### src/rtl/display_entry_ctrl.sv
// Keypad entry sequencer and message arbiter driving a 4-digit seven-segment multiplexer.
// A system message preempts the entry view for MSG_HOLD cycles; the entry buffer is preserved meanwhile.
module display_entry_ctrl #(
    parameter int BLINK_DIV = 25000000,
    parameter int MSG_HOLD  = 100000000
) (
    input  logic        clk,
    input  logic        reset,
    input  logic        key_valid,
    input  logic [4:0]  key_code,
    input  logic        msg_req,
    input  logic [15:0] msg_data,
    output logic        msg_ack,
    output logic [3:0]  hexa3,
    output logic [3:0]  hexa2,
    output logic [3:0]  hexa1,
    output logic [3:0]  hexa0,
    output logic [3:0]  puntos4,
    output logic [15:0] value_out,
    output logic        value_valid,
    output logic [2:0]  digit_count,
    output logic        msg_active
);

    localparam int BW = (BLINK_DIV > 2) ? $clog2(BLINK_DIV) : 1;
    localparam int HW = (MSG_HOLD > 1) ? $clog2(MSG_HOLD) : 1;
    localparam logic [BW-1:0] BLINK_TOP = BW'(BLINK_DIV - 1);
    localparam logic [HW-1:0] HOLD_TOP  = HW'(MSG_HOLD - 1);

    typedef enum logic [0:0] {ST_ENTRY = 1'b0, ST_MSG = 1'b1} state_t;

    state_t         state_r, state_s;
    logic [15:0]    entry_r, entry_s;
    logic [2:0]     count_r, count_s;
    logic [15:0]    msg_r, msg_s;
    logic [HW-1:0]  hold_r, hold_s;
    logic           blink_r, blink_s;
    logic [BW-1:0]  bcnt_r, bcnt_s;
    logic [15:0]    value_s;
    logic           vvalid_s;
    logic           ack_s;
    logic           key_acc_s;
    logic [15:0]    disp_s;
    logic [3:0]     dots_s;

    // Next-state computation for entry buffer, message arbitration and cursor blink
    always_comb begin
        state_s   = state_r;
        entry_s   = entry_r;
        count_s   = count_r;
        msg_s     = msg_r;
        hold_s    = hold_r;
        value_s   = value_out;
        vvalid_s  = 1'b0;
        ack_s     = 1'b0;
        key_acc_s = 1'b0;

        if (bcnt_r == BLINK_TOP) begin
            bcnt_s  = '0;
            blink_s = ~blink_r;
        end else begin
            bcnt_s  = bcnt_r + {{(BW-1){1'b0}}, 1'b1};
            blink_s = blink_r;
        end

        case (state_r)
            ST_ENTRY: begin
                if (key_valid) begin
                    if (!key_code[4]) begin
                        if (count_r < 3'd4) begin
                            entry_s   = {entry_r[11:0], key_code[3:0]};
                            count_s   = count_r + 3'd1;
                            key_acc_s = 1'b1;
                        end else begin
                            key_acc_s = 1'b0;
                        end
                    end else begin
                        case (key_code[3:0])
                            4'h0: begin
                                entry_s   = 16'h0000;
                                count_s   = 3'd0;
                                key_acc_s = 1'b1;
                            end
                            4'h1: begin
                                if (count_r != 3'd0) begin
                                    entry_s   = {4'h0, entry_r[15:4]};
                                    count_s   = count_r - 3'd1;
                                    key_acc_s = 1'b1;
                                end else begin
                                    key_acc_s = 1'b0;
                                end
                            end
                            4'h2: begin
                                value_s   = entry_r;
                                vvalid_s  = 1'b1;
                                entry_s   = 16'h0000;
                                count_s   = 3'd0;
                                key_acc_s = 1'b1;
                            end
                            default: key_acc_s = 1'b0;
                        endcase
                    end
                end else begin
                    key_acc_s = 1'b0;
                end
                // Message acceptance happens on the same edge as any key above
                if (msg_req) begin
                    msg_s   = msg_data;
                    ack_s   = 1'b1;
                    hold_s  = HOLD_TOP;
                    state_s = ST_MSG;
                end else begin
                    state_s = ST_ENTRY;
                end
            end
            ST_MSG: begin
                if (msg_req) begin
                    msg_s   = msg_data;
                    ack_s   = 1'b1;
                    hold_s  = HOLD_TOP;
                end else if (hold_r == '0) begin
                    state_s = ST_ENTRY;
                end else begin
                    hold_s  = hold_r - {{(HW-1){1'b0}}, 1'b1};
                end
            end
            default: state_s = ST_ENTRY;
        endcase

        if (key_acc_s) begin
            blink_s = 1'b1;
            bcnt_s  = '0;
        end else begin
            key_acc_s = 1'b0;
        end

        if (state_s == ST_MSG) begin
            disp_s = msg_s;
            dots_s = 4'b1111;
        end else if (count_s == 3'd4) begin
            disp_s = entry_s;
            dots_s = 4'b0000;
        end else begin
            disp_s = entry_s;
            dots_s = {3'b000, blink_s};
        end
    end

    // State and registered outputs; reset drops any message and clears the entry
    always_ff @(posedge clk) begin
        if (reset) begin
            state_r     <= ST_ENTRY;
            entry_r     <= 16'h0000;
            count_r     <= 3'd0;
            msg_r       <= 16'h0000;
            hold_r      <= '0;
            blink_r     <= 1'b1;
            bcnt_r      <= '0;
            value_out   <= 16'h0000;
            value_valid <= 1'b0;
            msg_ack     <= 1'b0;
            msg_active  <= 1'b0;
            {hexa3, hexa2, hexa1, hexa0} <= 16'h0000;
            puntos4     <= 4'b0001;
            digit_count <= 3'd0;
        end else begin
            state_r     <= state_s;
            entry_r     <= entry_s;
            count_r     <= count_s;
            msg_r       <= msg_s;
            hold_r      <= hold_s;
            blink_r     <= blink_s;
            bcnt_r      <= bcnt_s;
            value_out   <= value_s;
            value_valid <= vvalid_s;
            msg_ack     <= ack_s;
            msg_active  <= (state_s == ST_MSG);
            {hexa3, hexa2, hexa1, hexa0} <= disp_s;
            puntos4     <= dots_s;
            digit_count <= count_s;
        end
    end

endmodule

### config.mk
export PLATFORM = sky130hd
export DESIGN_NAME = display_entry_ctrl
export DESIGN_NICKNAME = d
export VERILOG_FILES = /design/src/rtl/display_entry_ctrl.sv
export SDC_FILE = /design/constraint.sdc
export NUM_CORES = 1
export LEC_CHECK = 0
export ABC_AREA = 1
export ABC_CLOCK_PERIOD_IN_PS = 4950
export CORE_MARGIN = 3
export CORE_UTILIZATION = 55
export CTS_BUF_LIST = sky130_fd_sc_hd__clkbuf_8
export DETAILED_ROUTE_END_ITERATION = 10
export PLACE_DENSITY = 0.86
export SLEW_MARGIN = 25
export SYNTH_ARGS = -nofsm -noshare
export SYNTH_HDL_FRONTEND = slang
export SYNTH_SLANG_ARGS = --single-unit
export TNS_END_PERCENT = 50
### constraint.sdc
create_clock -name clk -period 4.95 [get_ports clk]
set_input_delay 0.99 -clock clk [delete_from_list [all_inputs] [get_ports clk]]
set_output_delay 0.99 -clock clk [all_outputs]
set_load 0.02 [all_outputs]
# ---- Word-level counts from Yosys, hierarchy flattened
# Index checks and enable logic that the tools add are counted.
dict set report totals {
  reg_bits 127
  latch_bits 0
  ram_bits 0
  romBits 0
  inputBits 25
  out_inout_bits 42
  elab_cells 73
  mem_count 0
}
dict set report op_classes {
  n_addsub 4
  multipliers 0
  n_div 0
  magnitude_cmp 1
  n_eq_ne 6
  shift 0
  n_mux 33
  bitwise 4
  n_reduce_logical 9
}
# operator count
set op_table {}
lappend op_table {{16-bit two-way mux} 7}
lappend op_table {{27-bit two-way mux} 3}
lappend op_table {{27-bit one-hot mux with 2 select lines} 1}
lappend op_table {{16-bit one-hot mux with 2 select lines} 1}
lappend op_table {{27-bit logical NOT} 1}
lappend op_table {{27-bit by 1-bit subtractor with 27-bit output (second input constant)} 1}
lappend op_table {{25-bit by 1-bit adder with 25-bit output (second input constant)} 1}
lappend op_table {{25-bit equality test (second input constant)} 1}
lappend op_table {{3-bit two-way mux} 5}
lappend op_table {{1-bit two-way mux} 12}
lappend op_table {{3-bit one-hot mux with 2 select lines} 1}
lappend op_table {{4-bit by 1-bit equality test with 1-bit output (second input constant)} 1}
lappend op_table {{4-bit by 2-bit equality test with 1-bit output (second input constant)} 1}
lappend op_table {{4-bit logical NOT} 1}
lappend op_table {{4-bit two-way mux} 1}
lappend op_table {{1-bit inverter} 4}
lappend op_table {{1-bit one-hot mux with 2 select lines} 2}
lappend op_table {{4-bit AND reduction} 1}
lappend op_table {{2-bit OR reduction} 2}
lappend op_table {{4-bit OR reduction} 1}
lappend op_table {{3-bit by 1-bit adder with 3-bit output (second input constant)} 1}
lappend op_table {{3-bit equality test (second input constant)} 1}
lappend op_table {{3-bit less-than comparator (second input constant)} 1}
lappend op_table {{3-bit inequality test (second input constant)} 1}
lappend op_table {{other kinds (5)} 5}

# ---- Longest topological paths before layout
# Gate-level depths: netlist (run 1).
dict set report depth {
  ltp_word 9
  ltp_mapped 12
  mapped_depth_nobuf 12
}

# ---- Worst setup path after synthesis (run 1)
# OpenSTA, ideal clock, no wires.
dict set report synth_timing {
  path_type {in2reg}
  from {input msg_req}
  to {register hexa1[1]}
  setup_time_ns 0.058
  arrival_time_ns 2.083
  required_ns 4.892
  slack_ns 2.809
  cell_stages 7
  path_buffers 2
  path_cell_list {buf_2 > inv_2 > nand2_1 > nand3_2 > buf_2 > or2_1 > nand2_1}
}
dict set report synth_between {
  elab_chain_len 3
  word_cells_on_any_way 5
  cone_classes {mux: 5}
}
# item line_no
set synth_lines {}
lappend synth_lines {{from (decl)} 11} ;# input logic msg_req,
lappend synth_lines {{1-bit two-way mux (on tied branches)} {117, 107}}
lappend synth_lines {{1-bit one-hot mux with 2 select lines} 66} ;# case (state_r)
lappend synth_lines {{16-bit two-way mux *} 137} ;# if (state_s == ST_MSG) begin
lappend synth_lines {{to (signal assigned)} 178} ;# {hexa3, hexa2, hexa1, hexa0} <= disp_s;
lappend synth_lines {{to (decl)} 16} ;# output logic [3:0] hexa1,
# Every way passes the cells marked *; elsewhere a longest branch is shown, timed or not.
# A chain may end at the register's enable or synchronous reset.

# ---- Final worst setup path (run 1)
dict set report layout_timing {
  from {input key_code[4]}
  to {register bcnt_r[17]}
}
dict set report layout_between {
  elab_chain_len 4
}
# item line_no
set layout_lines {}
lappend layout_lines {{from (decl)} 10} ;# input logic [4:0] key_code,
lappend layout_lines {{1-bit two-way mux} 69} ;# if (!key_code[4]) begin
lappend layout_lines {{1-bit two-way mux} 68} ;# if (key_valid) begin
lappend layout_lines {{1-bit two-way mux} 66}
lappend layout_lines {{3-bit OR reduction (no line)} -}
lappend layout_lines {{to (signal assigned)} 173} ;# bcnt_r <= bcnt_s;
lappend layout_lines {{to (decl)} 38} ;# logic [BW-1:0] bcnt_r, bcnt_s;
# No other way between the ends.

==> results by group, run 1 <==
Clocking
  • Post-CTS Setup Inserts: 0
  • PostCTS Resize Cnt: 0
  • CTS tree: yes
  • Clock Path Buffers: 2
  • Clock Latency Late Sink: 450 ps
  • Num CTS Buffers: 17
  • Reg clk slew, reported paths: 70 ps
  • H-tree Lvls: 4
  • CTS Root Cell: clkbuf_8
  • Cts hold-fix bufs: 0
  • # clock sinks: between 100 and 150

Power and ir drop
  • Leak: just under 0.003 uW
  • Internal Power: 1739 uW
  • Clock Power Share: 43.0%
  • Comb power frac: 11.2%
  • NetSw: ~600 uW
  • Switch share: between 20% and 30%
  • Max VDD drop: 0.2458 mV
  • Power density cells: 332.4 mW/mm^2
  • Sequential Power Share: 45.8%

GRT
  • Largest net degree at the start of global routing: 41
  • Vias in the first global route: 5,188
  • Initial antenna violation count: 0
  • Total track usage: about 25%
  • Total congestion overflow: 0
  • First-pass GRT wire length: between 20,000 and 25,000 um

Placed design
  • Gpl congestion: 0.8854
  • # port buffers: 66
  • Post-DP HPWL: roughly 9800 um
  • Dpl cells: approximately 1,000

Logic synthesis
  • Ys Warns: 0
  • EDFF count, synth: 0
  • Most used flip-flop cell after synthesis: dfxtp_1
  • Mux cell area share after synthesis: 1.538%
  • Largest family of logic cells by synthesized area: simple AND/OR/NAND/NOR gates
  • Register area share after synthesis: a little over two fifths
  • Synth Area in XOR/XNOR: under 10%
  • Synth Cell Area: slightly below 0.006 sq mm
  • Syn_area_per_cell: about 7.0 sq um
  • Area leader, netlist: dfxtp_1
  • Post-Syn Nets: just under 900
  • Ys async rst share: 0%
  • Largest cells by area after synthesis: dfxtp_1 (42%), nand2_1 (15%), nor2_1 (6.2%)
  • Synth cell types: 39
  • Simple-gate portion of the synthesized area: 34.59%
  • Number of synthesized register bits: 124
  • Post-synth top area share: 42.38%
  • Synth Instances: approximately 840
  • Adder-cell share of the synthesized area: roughly 1.1%
  • Compound-gate portion of the synthesized area: a little over a tenth

Routing
  • DRT iter0 DRCs: 401
  • Avg WL per Cell: 13.38 um
  • Pre-antenna DRT Iters: 5
  • Drc violations: 0
  • Via density: 5.354
  • Vias: 5,600
  • ANT nets after route: 0
  • Final wirelength: around 14,000 um

STA
  • Max_slew headroom: a little over a third
  • Final hold vios: 0
  • Period minus WS final: 3135 ps
  • Max Transition Viols Final: 0
  • Worst-Margin Slew: 960.0 ps
  • Period utilization: 63.34%
  • Skew final: 11.96 ps
  • F_max: 318.9 MHz
  • Setup violators final: 0
  • RSZ-0062 raised after global routing: false
  • Setup TNS: 0 ps

Worst setup path
  • CP endpoint: bcnt_r[17]
  • Critical Path Fanout Max: 25
  • Req. time, crit path: 5290 ps
  • Worst setup path startpoint: key_code[4]
  • CP Launch Type: primary input
  • Critical path class: in -> reg
  • R2R cell count: 6
  • Crit end category: flip-flop
  • R2R Setup Slk: 2050 ps
  • RR Startpoint: puntos4[2]
  • Critical Path AT: 3480 ps
  • End of the worst register-to-register path: bcnt_r[17]

Worst hold path
  • Worst Hold Class: reg -> reg

Floorplan
  • Core Area: 0.01032 sq mm
  • Die extent in x: 109.2 um
  • Die height: roughly 110 um
  • Initial Util: 56.73%
  • Die footprint: approximately 0.012 sq mm
  • # IOs: 67
  • # rows: 37

Final layout
  • Non-Filler Instances: around 1,000
  • Multi-input logic area: 0.002923 sq mm
  • Share of cells above drive strength 1: ~7.4%
  • Nets: approximately 930
  • Area grow syn2layout: 19.68%
  • Sequential Area: approximately 0.0025 sq mm
  • ANT cells: 0
  • Fill cell count: 885

Run
  • Maxcap violations: 0

Run status
  • Status: completed
[cell usage in the layout (no fill, tap or decap), types with 3 or more instances in the layout]
master / n
o21ai_0: 33
buf_4: 5
dfxtp_1: 124
ha_1: 5
clkdlybuf4s50_1: 66
nand3b_1: 4
nand2_1: 232
nand4_1: 18
o22ai_1: 14
o21ai_1: 10
xor2_1: 10
inv_2: 7
inv_1: 72
or2_1: 4
mux2i_1: 9
nor2_1: 96
nor2_2: 4
nor3_1: 12
nor3b_1: 6
nand3_1: 59
or2_2: 9
bufinv_16: 5
clkbuf_8: 18
clkinvlp_4: 3
nand2_2: 3
a21oi_1: 60
nand2_4: 4
[logic make-up after synthesis]
group | count (synthesis)
AO/OA/AOI/OAI | 122
XOR/XNOR | 12
flip-flops | 124
buffers and inverters | 107
adder cells (fa/ha/maj) | 5
AND/OR/NAND/NOR | 459
multiplexers | 9
[cells in the mapped netlist, types with 4 or more instances]
master	instances
a21oi_1	60
buf_2	10
clkbuf_1	13
dfxtp_1	124
ha_1	5
inv_1	70
inv_2	7
mux2i_1	9
nand2_1	232
nand2_4	4
nand3_1	59
nand3b_1	4
nand4_1	18
nor2_1	96
nor2_2	4
nor3_1	12
nor3b_1	6
o21ai_0	33
o21ai_1	10
o22ai_1	14
or2_1	4
or2_2	9
xor2_1	10
[metrics by stage]
stage | area, sq um | hold WS (ps) | worst slack (ps) | util, % | power [uW]
2_1_floorplan | 5857 | 417.5 | 2809 | - | 1262
3_3_place_gp | 6563 | 428.8 | 1453 | 63.57 | 1340
3_5_place_dp | 6563 | 438.7 | 1356 | 63.57 | 1346
4_1_cts | 7009 | 453.5 | 1823 | 67.89 | 2334
5_1_grt | 7009 | 473.3 | 1566 | 67.89 | 2416
6_report | 7009 | 447.4 | 1815 | 67.89 | 2330
[sequential cells by signal, indices dropped and copies added (netlist names)]
register	cells
bcnt_r	25
blink_r	1
count_r	3
entry_r	16
hexa0	4
hexa1	4
hexa2	4
hexa3	4
hold_r	27
msg_ack	1
msg_r	16
puntos4	2
value_out	16
value_valid	1
[cell type report]
| class | count | area share [%] |
|---|---|---|
| clock buffers | 18 | 3.534 |
| repair buffers | 71 | 9.961 |
| inverters | 77 | 4.124 |
| flip-flops and latches | 124 | 35.42 |
| clock inverters | 13 | 2.838 |
| multi-input cells | 607 | 41.70 |
| well taps | 136 | 2.428 |
[worst min path at each step]
stage               cells past startpoint  slack, ps   endpoint  startpoint
floorplan                               1        420  bcnt_r[0]   bcnt_r[0]
global placement                        1        430  bcnt_r[0]   bcnt_r[0]
detailed placement                      1        440  bcnt_r[0]   bcnt_r[0]
CTS                                     1        450  bcnt_r[0]   bcnt_r[0]
global route                            1        470  bcnt_r[0]   bcnt_r[0]
finish                                  1        450  bcnt_r[0]   bcnt_r[0]
[routing by layer]
layer	track usage (%)	vias to the layer above	share of wire [%]
li1	-	2836	-
met1	30.40	2517	43
met2	40.70	195	47
met3	4.855	52	5.0
met4	16.12	0	4.7
met5	0	-	0
[worst max-delay path, stage by stage]
cell and delay (ps):
clkdlybuf4s50_1 590, inv_2 110, a21oi_1 130, nand2_1 80
nand2_1 370, nand3_1 760, nor3b_1 430
[power by group through the flow]
stage	Sequential (uW)	Combinational, uW	Clock (uW)
floorplan	1090	169	0
global placement	1090	251	0
detailed placement	1090	257	0
CTS	1070	259	1010
global route	1070	290	1050
finish	1070	260	1000
(Power assumes the default switching activity.)
==> inputs of run 2 (changes only) <==
Settings changed: ABC_CLOCK_PERIOD_IN_PS 4950 to 3050.
Clock period 4.95 ns to 3.05 ns, I/O delays scaled along.
==> results by group, run 2 (synthesis gave the netlist of run 1 again) <==
STA
  • Final hold vios: 0 (unchanged)
  • Max_slew headroom: 65.72% (was 35.82%)
  • Setup TNS: 0 ps (unchanged)
  • Period utilization: around 77%
  • Fin worst setup slack: 700.8 ps (was 1815 ps)
  • Setup violators final: 0 (unchanged)
  • Worst-Margin Slew: 513.0 ps (was 960.0 ps)
  • RSZ-0062 raised after global routing: false (unchanged)
  • Period minus WS final: 2349 ps
  • Skew final: 13.97 ps (was 11.96 ps)
  • F_max: about 430 MHz
  • Max Transition Viols Final: 0 (unchanged)
  • Final Hold Slack: 450.8 ps (was 447.4 ps)

Routing
  • ANT nets after route: 0 (unchanged)
  • Via density: 5.349 (was 5.354)
  • Drc violations: 0 (unchanged)
  • DRT iter0 DRCs: 321 (was 401)
  • Vias: 5,622 (was 5,600)
  • Final wirelength: 14,310 um (was 14,000 um)
  • Pre-antenna DRT Iters: 5 (unchanged)
  • Avg WL per Cell: 13.61 um (was 13.38 um)

Final layout
  • Largest registers: hold_r x27, bcnt_r x25 (unchanged)
  • Number of flip-flops in the largest register: 27 (unchanged)
  • Area grow syn2layout: 20.02% (was 19.68%)
  • Fill cell count: 853 (was 885)
  • Commonest non-fill, non-tap cells in the layout: nand2_1 (232), dfxtp_1 (124), nor2_1 (96), inv_1 (70), clkdlybuf4s50_1 (66) (was nand2_1 (232), dfxtp_1 (124), nor2_1 (96), inv_1 (72), clkdlybuf4s50_1 (66))
  • Nets: 932 (was 928)
  • Commonest non-fill, non-tap cell in the layout: nand2_1 (unchanged)
  • Share of cells above drive strength 1: 8.087% (was 7.363%)
  • Largest Register: hold_r (unchanged)
  • ANT cells: 0 (unchanged)

Clocking
  • PostCTS Resize Cnt: 0 (unchanged)
  • Post-CTS Setup Inserts: 0 (unchanged)
  • Clock Latency Late Sink: 450 ps (about the same)
  • CTS Root Cell: clkbuf_8 (unchanged)
  • Num CTS Buffers: 17 (unchanged)
  • H-tree Lvls: 4 (unchanged)
  • # clock sinks: 124 (unchanged)
  • Cts hold-fix bufs: 0 (unchanged)
  • Reg clk slew, reported paths: 80 ps (was 70 ps)
  • CTS tree: yes (unchanged)
  • Clock Path Buffers: 2 (unchanged)

Placed design
  • Post-DP HPWL: 10,050 um (was 9789 um)
  • Gpl congestion: 0.9519 (was 0.8854)
  • Pre-CTS setup slack: 423.1 ps (was 1356 ps)
  • # port buffers: 66 (unchanged)

Run
  • Maxcap violations: 0 (unchanged)

Worst hold path
  • Worst Hold Class: reg -> reg (unchanged)

Worst setup path
  • Critical path class: reg -> out (was in -> reg)
  • CP Launch Type: flip-flop (was primary input)
  • Critical Path Fanout Max: 10 (was 25)
  • Crit end category: primary output (was flip-flop)
  • Critical Path AT: 1740 ps (was 3480 ps)
  • Req. time, crit path: 2440 ps (was 5290 ps)

Floorplan
  • # IOs: 67 (unchanged)
  • Die height: 109.2 um (unchanged)
  • Die extent in x: 109.2 um (unchanged)
  • Die footprint: 0.01192 sq mm (unchanged)
  • Core Area: 0.01032 sq mm (unchanged)
  • Initial Util: 56.73% (unchanged)
  • # rows: 37 (unchanged)

Power and ir drop
  • Leak: 0.002928 uW (was 0.002920 uW)
  • Max VDD drop: 0.4152 mV (was 0.2458 mV)
  • Final Total Pwr: 3736 uW (was 2330 uW)
  • Power density cells: 531.5 mW/mm^2 (was 332.4 mW/mm^2)

GRT
  • Largest net degree at the start of global routing: 41 (unchanged)
  • Total track usage: 25.57% (was 25.09%)
  • Vias in the first global route: 5,156 (was 5,188)
  • First-pass GRT wire length: 24,180 um (was 23,490 um)
  • Total congestion overflow: 0 (unchanged)
  • Initial antenna violation count: 0 (unchanged)

Run status
  • Status: completed (unchanged)
## run 2: changes by cell type in the layout (fill, tap and decap cells not counted), sizes merged
cell	before	now
buf	5	9
bufinv	5	3
clkbuf	18	20
clkinv	2	4
inv	80	79
## run 2: per-layer routing
| layer | track usage, % | routed length [um] |
|---|---|---|
| met1 | 32.54 | 6253 |
| met2 | 41.27 | 6793 |
| met3 | 6.750 | 844 |
| met4 | 10.33 | 418 |
| met5 | 0 | 0 |
## run 2: layout make-up
type / count / area [sq um] / area share, %
clock inverters: 12 / 161.4 / 2.296
flip-flops and latches: 124 / 2482 / 35.32
repair buffers: 75 / 728.2 / 10.36
clock buffers: 20 / 275.3 / 3.916
multi-input cells: 607 / 2923 / 41.58
well taps: 136 / 170.2 / 2.421
inverters: 77 / 289.0 / 4.112
## run 2: path summary, 6_finish.rpt
path,startpoint,end,slack [ps],depth (start not counted)
min reg2reg,bcnt_r[0],bcnt_r[0],450,1
max,puntos4[2],msg_active,700,2
max reg2reg,hold_r[0],hexa0[2],840,11
min,bcnt_r[0],bcnt_r[0],450,1
## run 2: worst max-delay path, stage by stage (launching register included)
cell	delay, ps
dfxtp_1	450
buf_4	220
clkdlybuf4s50_1	630
## run 2: power by group
group | switching [uW] | internal [uW]
logic | 269 | 163
clock network | 694 | 880
registers | 48.7 | 1680
total | 1010 | 2720
## run 2: stage by stage
step	util, %	instances	area [sq um]
after floorplan	-	838	5857
after global placement	63.86	1019	6593
after detailed placement	63.86	1019	6593
after CTS	68.09	1051	7029
after global routing	68.09	1051	7029
final	68.09	1051	7029
==> inputs of run 3 (changes only) <==
Settings changed: ABC_CLOCK_PERIOD_IN_PS 3050 to 2000, CORE_UTILIZATION 55 to 53, PLACE_DENSITY 0.86 to 0.87.
Clock period 3.05 ns to 2 ns, I/O delays scaled along.
==> results by group, run 3 (synthesis gave the netlist of run 1 again) <==
Routing
  • Drc violations: 0 (unchanged)
  • Via density: 5.353 (was 5.349)
  • Final wirelength: 15,280 um (was 14,310 um)
  • Vias: 5,829 (was 5,622)
  • ANT nets after route: 0 (unchanged)
  • Avg WL per Cell: 14.03 um (was 13.61 um)
  • DRT iter0 DRCs: 508 (was 321)
  • Pre-antenna DRT Iters: 6 (was 5)

Final layout
  • Non-Filler Instances: 1,089 (was 1,051)
  • Finished Cell Area: 0.007328 sq mm (was 0.007029 sq mm)
  • Commonest non-fill, non-tap cell in the layout: nand2_1 (unchanged)
  • Number of flip-flops in the largest register: 27 (unchanged)
  • Largest registers: hold_r x27, bcnt_r x25 (unchanged)
  • Commonest non-fill, non-tap cells in the layout: nand2_1 (232), dfxtp_1 (123), nor2_1 (92), inv_1 (72), clkdlybuf4s50_1 (65) (was nand2_1 (232), dfxtp_1 (124), nor2_1 (96), inv_1 (70), clkdlybuf4s50_1 (66))
  • Share of cells above drive strength 1: 12.17% (was 8.087%)
  • Nets: 970 (was 932)
  • Largest Register: hold_r (unchanged)
  • ANT cells: 0 (unchanged)
  • Area grow syn2layout: 25.12% (was 20.02%)
  • Fin util: 69.43% (was 68.09%)
  • Fill cell count: 832 (was 853)

Clocking
  • CTS tree: yes (unchanged)
  • # clock sinks: 124 (unchanged)
  • Clock Latency Late Sink: 440 ps (was 450 ps)
  • Cts hold-fix bufs: 0 (unchanged)
  • Post-CTS Setup Inserts: 0 (unchanged)
  • CTS Root Cell: clkbuf_8 (unchanged)
  • Num CTS Buffers: 17 (unchanged)
  • Clock Path Buffers: 2 (unchanged)
  • Reg clk slew, reported paths: 80 ps (about the same)
  • H-tree Lvls: 4 (unchanged)

GRT
  • GR Util met2: 43.20% (was 41.27%)
  • Total congestion overflow: 0 (unchanged)
  • Initial antenna violation count: 0 (unchanged)
  • Grt met3 use: 5.295% (was 6.750%)
  • First-pass GRT wire length: 25,350 um (was 24,180 um)
  • Vias in the first global route: 5,556 (was 5,156)
  • Grt met1 use: 29.62% (was 32.54%)
  • Total track usage: 24.82% (was 25.57%)
  • Most Crowded Layer GR: met2 (unchanged)
  • Largest net degree at the start of global routing: 29 (was 41)

Worst setup path
  • Worst path max stage delay: 650 ps (was 630 ps)
  • Critical Path Fanout Max: 10 (unchanged)
  • Top cell family by delay on the critical path: buffers and inverters (unchanged)
  • Crit end category: primary output (unchanged)
  • CP Launch Type: flip-flop (unchanged)
  • Critical Path AT: 1530 ps (was 1740 ps)
  • Bufs and invs on worst path: 1 (was 2)
  • Req. time, crit path: 1600 ps (was 2440 ps)
  • Critical path class: reg -> out (unchanged)
  • Crit path cell chain: clkdlybuf4s50_1 (was buf_4 > clkdlybuf4s50_1)
  • Slowest CP cell: clkdlybuf4s50_1 (unchanged)

STA
  • Fin worst setup slack: 67.37 ps (was 700.8 ps)
  • Max Transition Viols Final: 0 (unchanged)
  • F_max: 517.4 MHz
  • Skew final: 19.61 ps (was 13.97 ps)
  • Period utilization: 96.63%
  • Period minus WS final: between 1500 and 2000 ps
  • RSZ-0062 raised after global routing: false (unchanged)
  • Final hold vios: 0 (unchanged)
  • Max_slew headroom: 77.48% (was 65.72%)
  • Setup violators final: 0 (unchanged)
  • Worst-Margin Slew: 335.3 ps (was 513.0 ps)

Run status
  • Status: completed (unchanged)

Power and ir drop
  • Final Total Pwr: 5562 uW (was 3736 uW)
  • Max VDD drop: 0.6431 mV (was 0.4152 mV)
  • Leak: 0.003112 uW (was 0.002928 uW)
  • Power density cells: 759.0 mW/mm^2 (was 531.5 mW/mm^2)

Floorplan
  • Die extent in x: 111.1 um (was 109.2 um)
  • # IOs: 67 (unchanged)
  • Die footprint: 0.01235 sq mm (was 0.01192 sq mm)
  • Core Area: 0.01056 sq mm (was 0.01032 sq mm)
  • Die height: 111.1 um (was 109.2 um)
  • Initial Util: 55.49% (was 56.73%)
  • # rows: 37 (unchanged)

Placed design
  • Post-DP HPWL: 10,740 um (was 10,050 um)
  • Gpl congestion: 0.9317 (was 0.9519)
  • Pre-CTS setup slack: -106.3 ps (was 423.1 ps)
  • Dpl cells: 1,057 (was 1,019)
  • # port buffers: 66 (unchanged)
  • Placed Area: 0.006915 sq mm (was 0.006593 sq mm)

Run
  • Maxcap violations: 0 (unchanged)

Worst hold path
  • Worst Hold Class: reg -> reg (unchanged)
==> run 3: cell count changes in the layout (fill, tap and decap cells not counted), moves of 2 or more <==
cell / previous run / this run
buf_4: 9 / 43
nor2_1: 96 / 92
buf_12: 0 / 3
nor2_2: 4 / 7
clkbuf_8: 20 / 18
inv_1: 70 / 72
==> run 3: area by class of cell <==
class,count,area [sq um],area share (%)
clock inverter,14,143.9,1.963
multi-input combinational,607,2940,40.12
sequential,124,2484,33.89
timing repair buffer,113,1054,14.38
inverter,77,289.0,3.944
tap,136,170.2,2.322
clock buffer,18,247.7,3.381
==> run 3: repair_timing <==
action,in CTS,in global routing
gates cloned,0,0
gates resized for setup,2,7
endpoints found under the setup margin,5,31
==> run 3: report_power, final <==
group / internal [uW] / total [uW] / switching, uW
logic: 307 / 733 / 427
registers: 2560 / 2640 / 76.8
clock network: 1140 / 2190 / 1050
total: 4010 / 5560 / 1550
==> run 3: path summary, 6_finish.rpt <==
kind,start,end,slack (ps),cells after the start
max reg2reg,hold_r[0],hold_r[8],120,12
max,puntos4[2],puntos4[1],70,1
min reg2reg,bcnt_r[0],bcnt_r[0],460,1
min,bcnt_r[0],bcnt_r[0],460,1
==> run 3: stage by stage <==
step / TNS (ps) / hold slack (ps)
finish: 0 / 464.6
global route: 0 / 494.0
detailed placement: -1012 / 450.6
CTS: 0 / 465.9
global placement: -180.4 / 438.2
floorplan: 0 / 417.5
==> run 3: layer usage <==
metal  share of wire (%)  vias to the layer above
li1                    -                     2925
met3                 6.1                       43
met1                  41                     2627
met5                   0                        -
met2                  50                      234
met4                 2.7                        0
